$ cat src/rtl/alarm_timekeeper.sv
// 24-hour BCD clock with a settable alarm, ring auto-timeout and snooze.
// Time and alarm registers hold BCD digits directly so the outputs need no conversion.
module alarm_timekeeper #(
  parameter int SNOOZE_MIN = 5,
  parameter int RING_SECS  = 60
) (
  input  logic       CLK100MHZ,
  input  logic       rst,
  input  logic       tick_1hz,
  input  logic       set_time,
  input  logic       set_alarm,
  input  logic       inc_hr,
  input  logic       inc_min,
  input  logic       alarm_en,
  input  logic       snooze,
  input  logic       alarm_off,
  output logic [7:0] hr_bcd,
  output logic [7:0] min_bcd,
  output logic [7:0] sec_bcd,
  output logic [7:0] al_hr_bcd,
  output logic [7:0] al_min_bcd,
  output logic       alarm_ring,
  output logic       snoozing
);

  typedef enum logic [1:0] {IDLE, RING, SNOOZE} state_t;

  localparam logic [7:0]  RING_LIMIT  = 8'(RING_SECS);
  localparam logic [11:0] SNOOZE_LOAD = 12'(SNOOZE_MIN * 60);

  state_t      state;
  logic [7:0]  ring_cnt;
  logic [11:0] snooze_cnt;

  logic       sec_wrap;
  logic       min_wrap;
  logic [7:0] min_rolled;
  logic [7:0] hr_rolled;
  logic       alarm_hit;
  logic       force_idle;

  function automatic logic [7:0] inc_mod60(input logic [7:0] v);
    if (v[3:0] == 4'd9) begin
      if (v[7:4] == 4'd5) return 8'h00;
      return {v[7:4] + 4'd1, 4'd0};
    end
    return {v[7:4], v[3:0] + 4'd1};
  endfunction

  function automatic logic [7:0] inc_mod24(input logic [7:0] v);
    if (v == 8'h23) return 8'h00;
    if (v[3:0] == 4'd9) return {v[7:4] + 4'd1, 4'd0};
    return {v[7:4], v[3:0] + 4'd1};
  endfunction

  // Values minutes/hours take when the current tick carries out of seconds.
  always_comb begin
    sec_wrap   = (sec_bcd == 8'h59);
    min_wrap   = (min_bcd == 8'h59);
    min_rolled = sec_wrap ? inc_mod60(min_bcd) : min_bcd;
    hr_rolled  = (sec_wrap && min_wrap) ? inc_mod24(hr_bcd) : hr_bcd;
    alarm_hit  = tick_1hz && !set_time && !set_alarm && alarm_en && sec_wrap &&
                 (min_rolled == al_min_bcd) && (hr_rolled == al_hr_bcd);
    force_idle = !alarm_en || set_time;
  end

  always_ff @(posedge CLK100MHZ) begin
    if (rst) begin
      hr_bcd  <= 8'h00;
      min_bcd <= 8'h00;
      sec_bcd <= 8'h00;
    end else if (set_time) begin
      sec_bcd <= 8'h00;
      if (inc_min) min_bcd <= inc_mod60(min_bcd);
      if (inc_hr)  hr_bcd  <= inc_mod24(hr_bcd);
    end else if (tick_1hz) begin
      sec_bcd <= inc_mod60(sec_bcd);
      min_bcd <= min_rolled;
      hr_bcd  <= hr_rolled;
    end
  end

  always_ff @(posedge CLK100MHZ) begin
    if (rst) begin
      al_hr_bcd  <= 8'h07;
      al_min_bcd <= 8'h00;
    end else if (set_alarm && !set_time) begin
      if (inc_min) al_min_bcd <= inc_mod60(al_min_bcd);
      if (inc_hr)  al_hr_bcd  <= inc_mod24(al_hr_bcd);
    end
  end

  // Outputs are written alongside every state change so they track the state register.
  always_ff @(posedge CLK100MHZ) begin
    if (rst) begin
      state      <= IDLE;
      alarm_ring <= 1'b0;
      snoozing   <= 1'b0;
      ring_cnt   <= 8'd0;
      snooze_cnt <= 12'd0;
    end else begin
      case (state)
        IDLE: begin
          if (alarm_hit) begin
            state      <= RING;
            alarm_ring <= 1'b1;
            ring_cnt   <= 8'd0;
          end
        end
        RING: begin
          if (force_idle || alarm_off) begin
            state      <= IDLE;
            alarm_ring <= 1'b0;
          end else if (snooze) begin
            state      <= SNOOZE;
            alarm_ring <= 1'b0;
            snoozing   <= 1'b1;
            snooze_cnt <= SNOOZE_LOAD;
          end else if (tick_1hz) begin
            ring_cnt <= ring_cnt + 8'd1;
            if (ring_cnt + 8'd1 == RING_LIMIT) begin
              state      <= IDLE;
              alarm_ring <= 1'b0;
            end
          end
        end
        SNOOZE: begin
          if (force_idle || alarm_off) begin
            state    <= IDLE;
            snoozing <= 1'b0;
          end else if (tick_1hz) begin
            if (snooze_cnt == 12'd1) begin
              state      <= RING;
              snoozing   <= 1'b0;
              alarm_ring <= 1'b1;
              ring_cnt   <= 8'd0;
              snooze_cnt <= 12'd0;
            end else begin
              snooze_cnt <= snooze_cnt - 12'd1;
            end
          end
        end
        default: begin
          state      <= IDLE;
          alarm_ring <= 1'b0;
          snoozing   <= 1'b0;
        end
      endcase
    end
  end

endmodule

$ cat config.mk
export PLATFORM = sky130hd
export DESIGN_NAME = alarm_timekeeper
export DESIGN_NICKNAME = d
export VERILOG_FILES = /design/src/rtl/alarm_timekeeper.sv
export SDC_FILE = /design/constraint.sdc
export NUM_CORES = 1
export LEC_CHECK = 0
export CORE_UTILIZATION = 60
export CTS_CLUSTER_SIZE = 14
export DETAILED_ROUTE_END_ITERATION = 8
export GPL_TIMING_DRIVEN = 0
export PLACE_DENSITY = 0.93
export REMOVE_ABC_BUFFERS = 1
export SLEW_MARGIN = 0
export SYNTH_ARGS = -nofsm -noshare
export SYNTH_HDL_FRONTEND = slang
export SYNTH_SLANG_ARGS = --single-unit
$ cat constraint.sdc
create_clock -name CLK100MHZ -period 4.05 [get_ports CLK100MHZ]
set_input_delay 0.405 -clock CLK100MHZ [delete_from_list [all_inputs] [get_ports CLK100MHZ]]
set_output_delay 0.405 -clock CLK100MHZ [all_outputs]
set_load 0.005 [all_outputs]
Yosys cells after proc, flatten, opt, wreduce, memory -nomap -nowiden
Cells that the tools add are included.
- reduce and logical (&&, ||, !) cells: 33
- add/subtract/negate cells: 12
- multiplexer cells: 117
- bitwise gates (word level): 1
- equal/unequal tests: 34
- operators with widths (cell ; count):
    $mux 8 ; 38
    $mux 12 ; 5
    $mux 1 ; 59
    $add 4x1->4 const B ; 10
    $eq 8x6->1 const B ; 3
    $pmux 12 s2 ; 1
    $pmux 8 s3 ; 1
    $eq 4x4->1 const B ; 5
    $eq 8x7->1 const B ; 2
    $eq 8x8->1 ; 2
    $mux 2 ; 8
    $ne 2x2->1 const B ; 8
    $reduce_and 5->1 ; 3
    $eq 12x1->1 const B ; 1
    $eq 4x3->1 const B ; 3
    $reduce_and 3->1 ; 4
    $sub 12x1->12 const B ; 1
    $reduce_and 2->1 ; 5
    $add 8x1->8 const B ; 1
    $logic_and 1x1->1 ; 8
    $mux 4 ; 2
    $ne 4x4->1 const B ; 2
    $reduce_and 8->1 ; 1
    $ne 2x1->1 const B ; 3
    other kinds (14) ; 21
- output and inout bits: 42
- register bits after elaboration: 64
- logic and storage cells: 212

Depth between registers and ports, before layout
- word-level depth: 13
- mapped depth: 12

Worst setup path after synthesis
No wires, ideal clock.
- path kind: reg2reg
- from: reg snooze_cnt[2]
- to: reg ring_cnt[0]
- data required time: 3936 ps
- setup slack: 1400 ps
- setup time: 114 ps
- arrival: 2536 ps
- path buffers: 1
- stages on the path, launching flop included: 10
- path through: dfxtp_1 or4_4 or4_1 buf_2 nor4_4 nand3_4 o311ai_4 nor3b_2 a211o_1 a21o_1
- longest elaborated chain between the ends: 3
- RTL lines (element ; line ; RTL):
    from (decl) ; 33 ; logic [11:0] snooze_cnt;
    from (signal assigned) ; 139 ; snooze_cnt <= snooze_cnt - 12'd1;
    $eq 12x1->1 ; 132 ; if (snooze_cnt == 12'd1) begin
    $ne 2x2->1 (no line) ; - ;
    $reduce_and 8->1 (no line) ; - ;
    to (signal assigned) ; 120 ; ring_cnt <= ring_cnt + 8'd1;
    to (decl) ; 32 ; logic [7:0] ring_cnt;
Every way passes these cells.
A chain may end at the register's enable or synchronous reset.

Worst setup path in the final report
- from: reg sec_bcd[0]
- to: reg ring_cnt[2]
- longest elaborated chain between the ends: 7
- elaborated cells between the ends (all ways): 11
- classes of those cells: eq/ne (4); mux (2); reduce/logical (5)
- RTL lines (element ; line ; RTL):
    from (decl) ; 19 ; output logic [7:0] sec_bcd,
    from (signal assigned) ; 77 ; sec_bcd <= inc_mod60(sec_bcd);
    $eq 8x7->1 (*) ; 58 ; sec_wrap = (sec_bcd == 8'h59);
    $mux 8 / $logic_and 1x1->1 (equally long branches) ; 60, 61 ;
    $eq 8x8->1 / $mux 8 (equally long branches) ; 63, 61 ;
    $logic_and 1x1->1 / $eq 8x8->1 (equally long branches) ; 62, 63 ;
    $logic_and 1x1->1 (*) ; 63 ; (min_rolled == al_min_bcd) && (hr_rolled == al_hr_bcd);
    $ne 2x2->1 (no line) (*) ; - ;
    $reduce_and 8->1 (no line) (*) ; - ;
Every way passes the cells marked *; elsewhere a longest branch is shown, timed or not.

==> results.json <==
{
  "grt_overflow": 0,
  "worst_ir_drop_vdd_mv": 0.270,
  "grt_max_degree": 51,
  "die_y_um": 83.9,
  "antenna_cells": 0,
  "drive_gt1_share_pct": 5.14,
  "clockBufferDepth": 2,
  "cts_max_level": 3,
  "dieArea_mm2": 0.00704,
  "synth_edf_count": 0,
  "hold_depth": 2,
  "drt-total-wl_um": 10300,
  "grt_pass1_vias": 3818,
  "dr.max_layer_used": "met4",
  "syn_inst": 520,
  "r2r_start": "sec_bcd[0]",
  "slew-limit-headroom_pct": 35.0,
  "finClkSkew_ps": 8.80,
  "vias_per_cell": 6.35,
  "avgSynthCellArea_um2": 7.74,
  "worst_path_max_delay_cell": "nor4bb_4",
  "hold_viol": 0,
  "ys_types": 64,
  "failed_checks": "DRC",
  "status": "complete, but fails checks",
  "rows": 29,
  "leakagePower_nw": 1.65,
  "wl_met2_um": 4810,
  "slew_viol_final": 0,
  "synth_ff_type": "dfxtp_1",
  "powerDensity_mw_per_mm2": 284,
  "r2r-end": "ring_cnt[2]",
  "cts_inserted_buffers": 9,
  "final-setup-viol-count": 0,
  "num_vias": 4073,
  "clkPwrFrac_pct": 45.8,
  "nets": 586,
  "hold_path_end": "snooze_cnt[8]",
  "drt_iter0_drc": 246,
  "reg2reg_depth": 8,
  "ys_async_sr_fraction_pct": 0,
  "finalSetupTns_ps": 0,
  "crit_type": "reg -> reg",
  "holdCritStartpoint": "snooze_cnt[8]",
  "die_x_um": 83.9,
  "met3WireLength_um": 726,
  "portBuffers": 51,
  "track_usage_pct": 29.6,
  "start_util_pct": 62.7,
  "worst_pin_slew_ps": 974,
  "seq_power_share_pct": 47.7,
  "path_max_fanout": 11,
  "yosysSeqAreaShare_pct": 31.8,
  "clk_latency_ps": 350,
  "synth_top_cell_area_share_pct": 31.8,
  "synth_top_area_cell": "dfxtp_1",
  "dp_hpwl_um": 6910,
  "intPower_mw": 1.03,
  "startpoint_type": "flip-flop",
  "dr.pass1.iters": 7,
  "p_sw_share_pct": 24.0,
  "syn2layout_area_growth_pct": 18.9,
  "cp_data_required_time_ps": 4260,
  "grt_pass1_wl_um": 17100,
  "combPwrFrac_pct": 6.5,
  "synth_seq_cells": 64,
  "drc": 2,
  "endpoint_kind": "flip-flop",
  "finalCriticalPeriod_ps": 3680,
  "ant_nets": 0,
  "cts_tree": "yes",
  "fmax_mhz": 272,
  "finalWeightedCongestion": 0.887,
  "maxCapViolCount": 0,
  "wire_per_inst_um": 16.0,
  "synth_area_leaders": "dfxtp_1 32%, a21oi_1 6.3%, nor2_1 5.7%, ha_1 5.0%, nor3_1 3.7%",
  "io_pins": 52,
  "cp.arrival_ps": 3890,
  "switchingPower_mw": 0.326,
  "core_mm2": 0.00642,
  "synth_area_mm2": 0.00402,
  "grt_setup_unrepaired": "false",
  "ctsHoldBuffers": 0,
  "r2r_slack_ps": 370,
  "synth_warnings": 0,
  "clock-root-buffer": "clkbuf_8",
  "antenna_found_initial": 0,
  "clock_sinks": 64,
  "clkTransAtPathRegs_ps": 70,
  "cpPeakStageDelay_ps": 660,
  "hold_path_class": "reg -> reg",
  "drt-met1-wl_um": 4460,
  "cp_cell_sequence": "nor4bb_4 -> nand3_1 -> o311ai_0 -> o221ai_1 -> nor4_1 -> nand4_1 -> nor2_1 -> o21ai_0",
  "whs_ps": 469,
  "post-route-period-util_pct": 90.8
}
[layout make-up]
| type | instances | area [um^2] |
|---|---|---|
| Multi-Input combinational cell | 410 | 2590 |
| Fill cell | 472 | 1640 |
| Sequential cell | 64 | 1280 |
| Timing Repair Buffer | 51 | 505 |
| Clock buffer | 10 | 138 |
| Tap cell | 77 | 96.3 |
| Inverter | 24 | 90.1 |
| Clock inverter | 5 | 81.3 |
[cells by family (layout without fill, tap and decap cells)]
kind of cell	after synthesis	after routing	synth area share, %
AOI/OAI and AO/OA	133	133	21.0
xor gates and xnor gates	29	29	6.31
adders and majority gates	16	16	4.98
buffers and inverters	46	90	4.45
DFF	64	64	31.8
muxes	9	9	2.24
and+or+nand+nor	223	223	29.2
[power by group through the flow]
| stage | Clock [mW] | Sequential, mW | Combinational (mW) |
|---|---|---|---|
| after floorplan | 0 | 0.660 | 0.0414 |
| after global placement | 0 | 0.662 | 0.0832 |
| after detailed placement | 0 | 0.662 | 0.0851 |
| after CTS | 0.620 | 0.648 | 0.0866 |
| after global routing | 0.648 | 0.649 | 0.0959 |
| final | 0.623 | 0.648 | 0.0883 |
[how the worst max path moves through the flow]
stage | start | end | slack (ps) | depth (start not counted)
2_1_floorplan | sec_bcd[0] | alarm_ring | 950 | 8
3_3_place_gp | sec_bcd[3] | ring_cnt[5] | -50 | 8
3_5_place_dp | sec_bcd[3] | ring_cnt[5] | -190 | 8
4_1_cts | sec_bcd[0] | ring_cnt[2] | 210 | 8
5_1_grt | sec_bcd[0] | ring_cnt[5] | 250 | 8
6_report | sec_bcd[0] | ring_cnt[2] | 370 | 8
[layer usage]
layer,GRT usage [%],vias to the layer above
met4,13.6,0
met2,48.7,177
met3,5.74,33
met5,0,-
met1,37.3,1897
li1,-,1966
[cell usage after synthesis (3+ instances only)]
library cell	number
dfxtp_1	64
nor2_1	61
a21oi_1	51
nand2_1	36
nor3_1	30
o21ai_0	30
inv_1	23
nand3_1	21
ha_1	16
xnor2_1	16
clkbuf_1	15
xor2_1	13
mux2i_1	9
nand2b_1	9
nor4_1	8
nor2b_1	7
nor3b_1	7
a31oi_1	6
nand4_1	6
a311oi_1	5
buf_2	5
nand3b_1	5
o41ai_1	5
or3_1	5
a22oi_1	4
and2_1	4
and3_1	4
o211ai_1	3
o21a_1	3
o31ai_1	3
or2_2	3
or4_1	3
[critical path: cells and delay by family, from the launching register on]
| kind | cells | cell delay, ps |
|---|---|---|
| AND/OR/NAND/NOR | 5 | 2150 |
| flip-flops | 1 | 420 |
| AO/OA/AOI/OAI | 3 | 970 |
[per-stage QoR]
step | worst slack [ps] | util, % | instance area [um^2] | std cells | total power, mW
after floorplan | 948 | - | 3940 | 498 | 0.701
after global placement | -46.5 | 70.7 | 4540 | 626 | 0.745
after detailed placement | -192 | 70.6 | 4540 | 626 | 0.747
after CTS | 210 | 74.2 | 4770 | 641 | 1.35
after global routing | 247 | 74.5 | 4790 | 641 | 1.39
final | 373 | 74.5 | 4790 | 641 | 1.36
[sequential cells by signal, indices dropped and copies added, names as in the netlist]
signal	cells
al_min_bcd	8
snooze_cnt	12
al_hr_bcd	8
hr_bcd	8
alarm_ring	1
min_bcd	8
state	2
sec_bcd	8
ring_cnt	8
snoozing	1
[cell usage in the layout, fill, tap and decap left out, types with 21 or more instances in the layout]
cell	n
dfxtp_1	64
nor2_1	61
a21oi_1	51
clkdlybuf4s50_1	50
nand2_1	36
o21ai_0	30
nor3_1	30
inv_1	23
nand3_1	21
[repair_timing]
item                       CTS  global route
gates resized for setup      2             2
cloned                       0             0
pin swaps                    0             0
setup endpoints to repair    9             7
setup buffers                0             0
(Power assumes the default switching activity.)
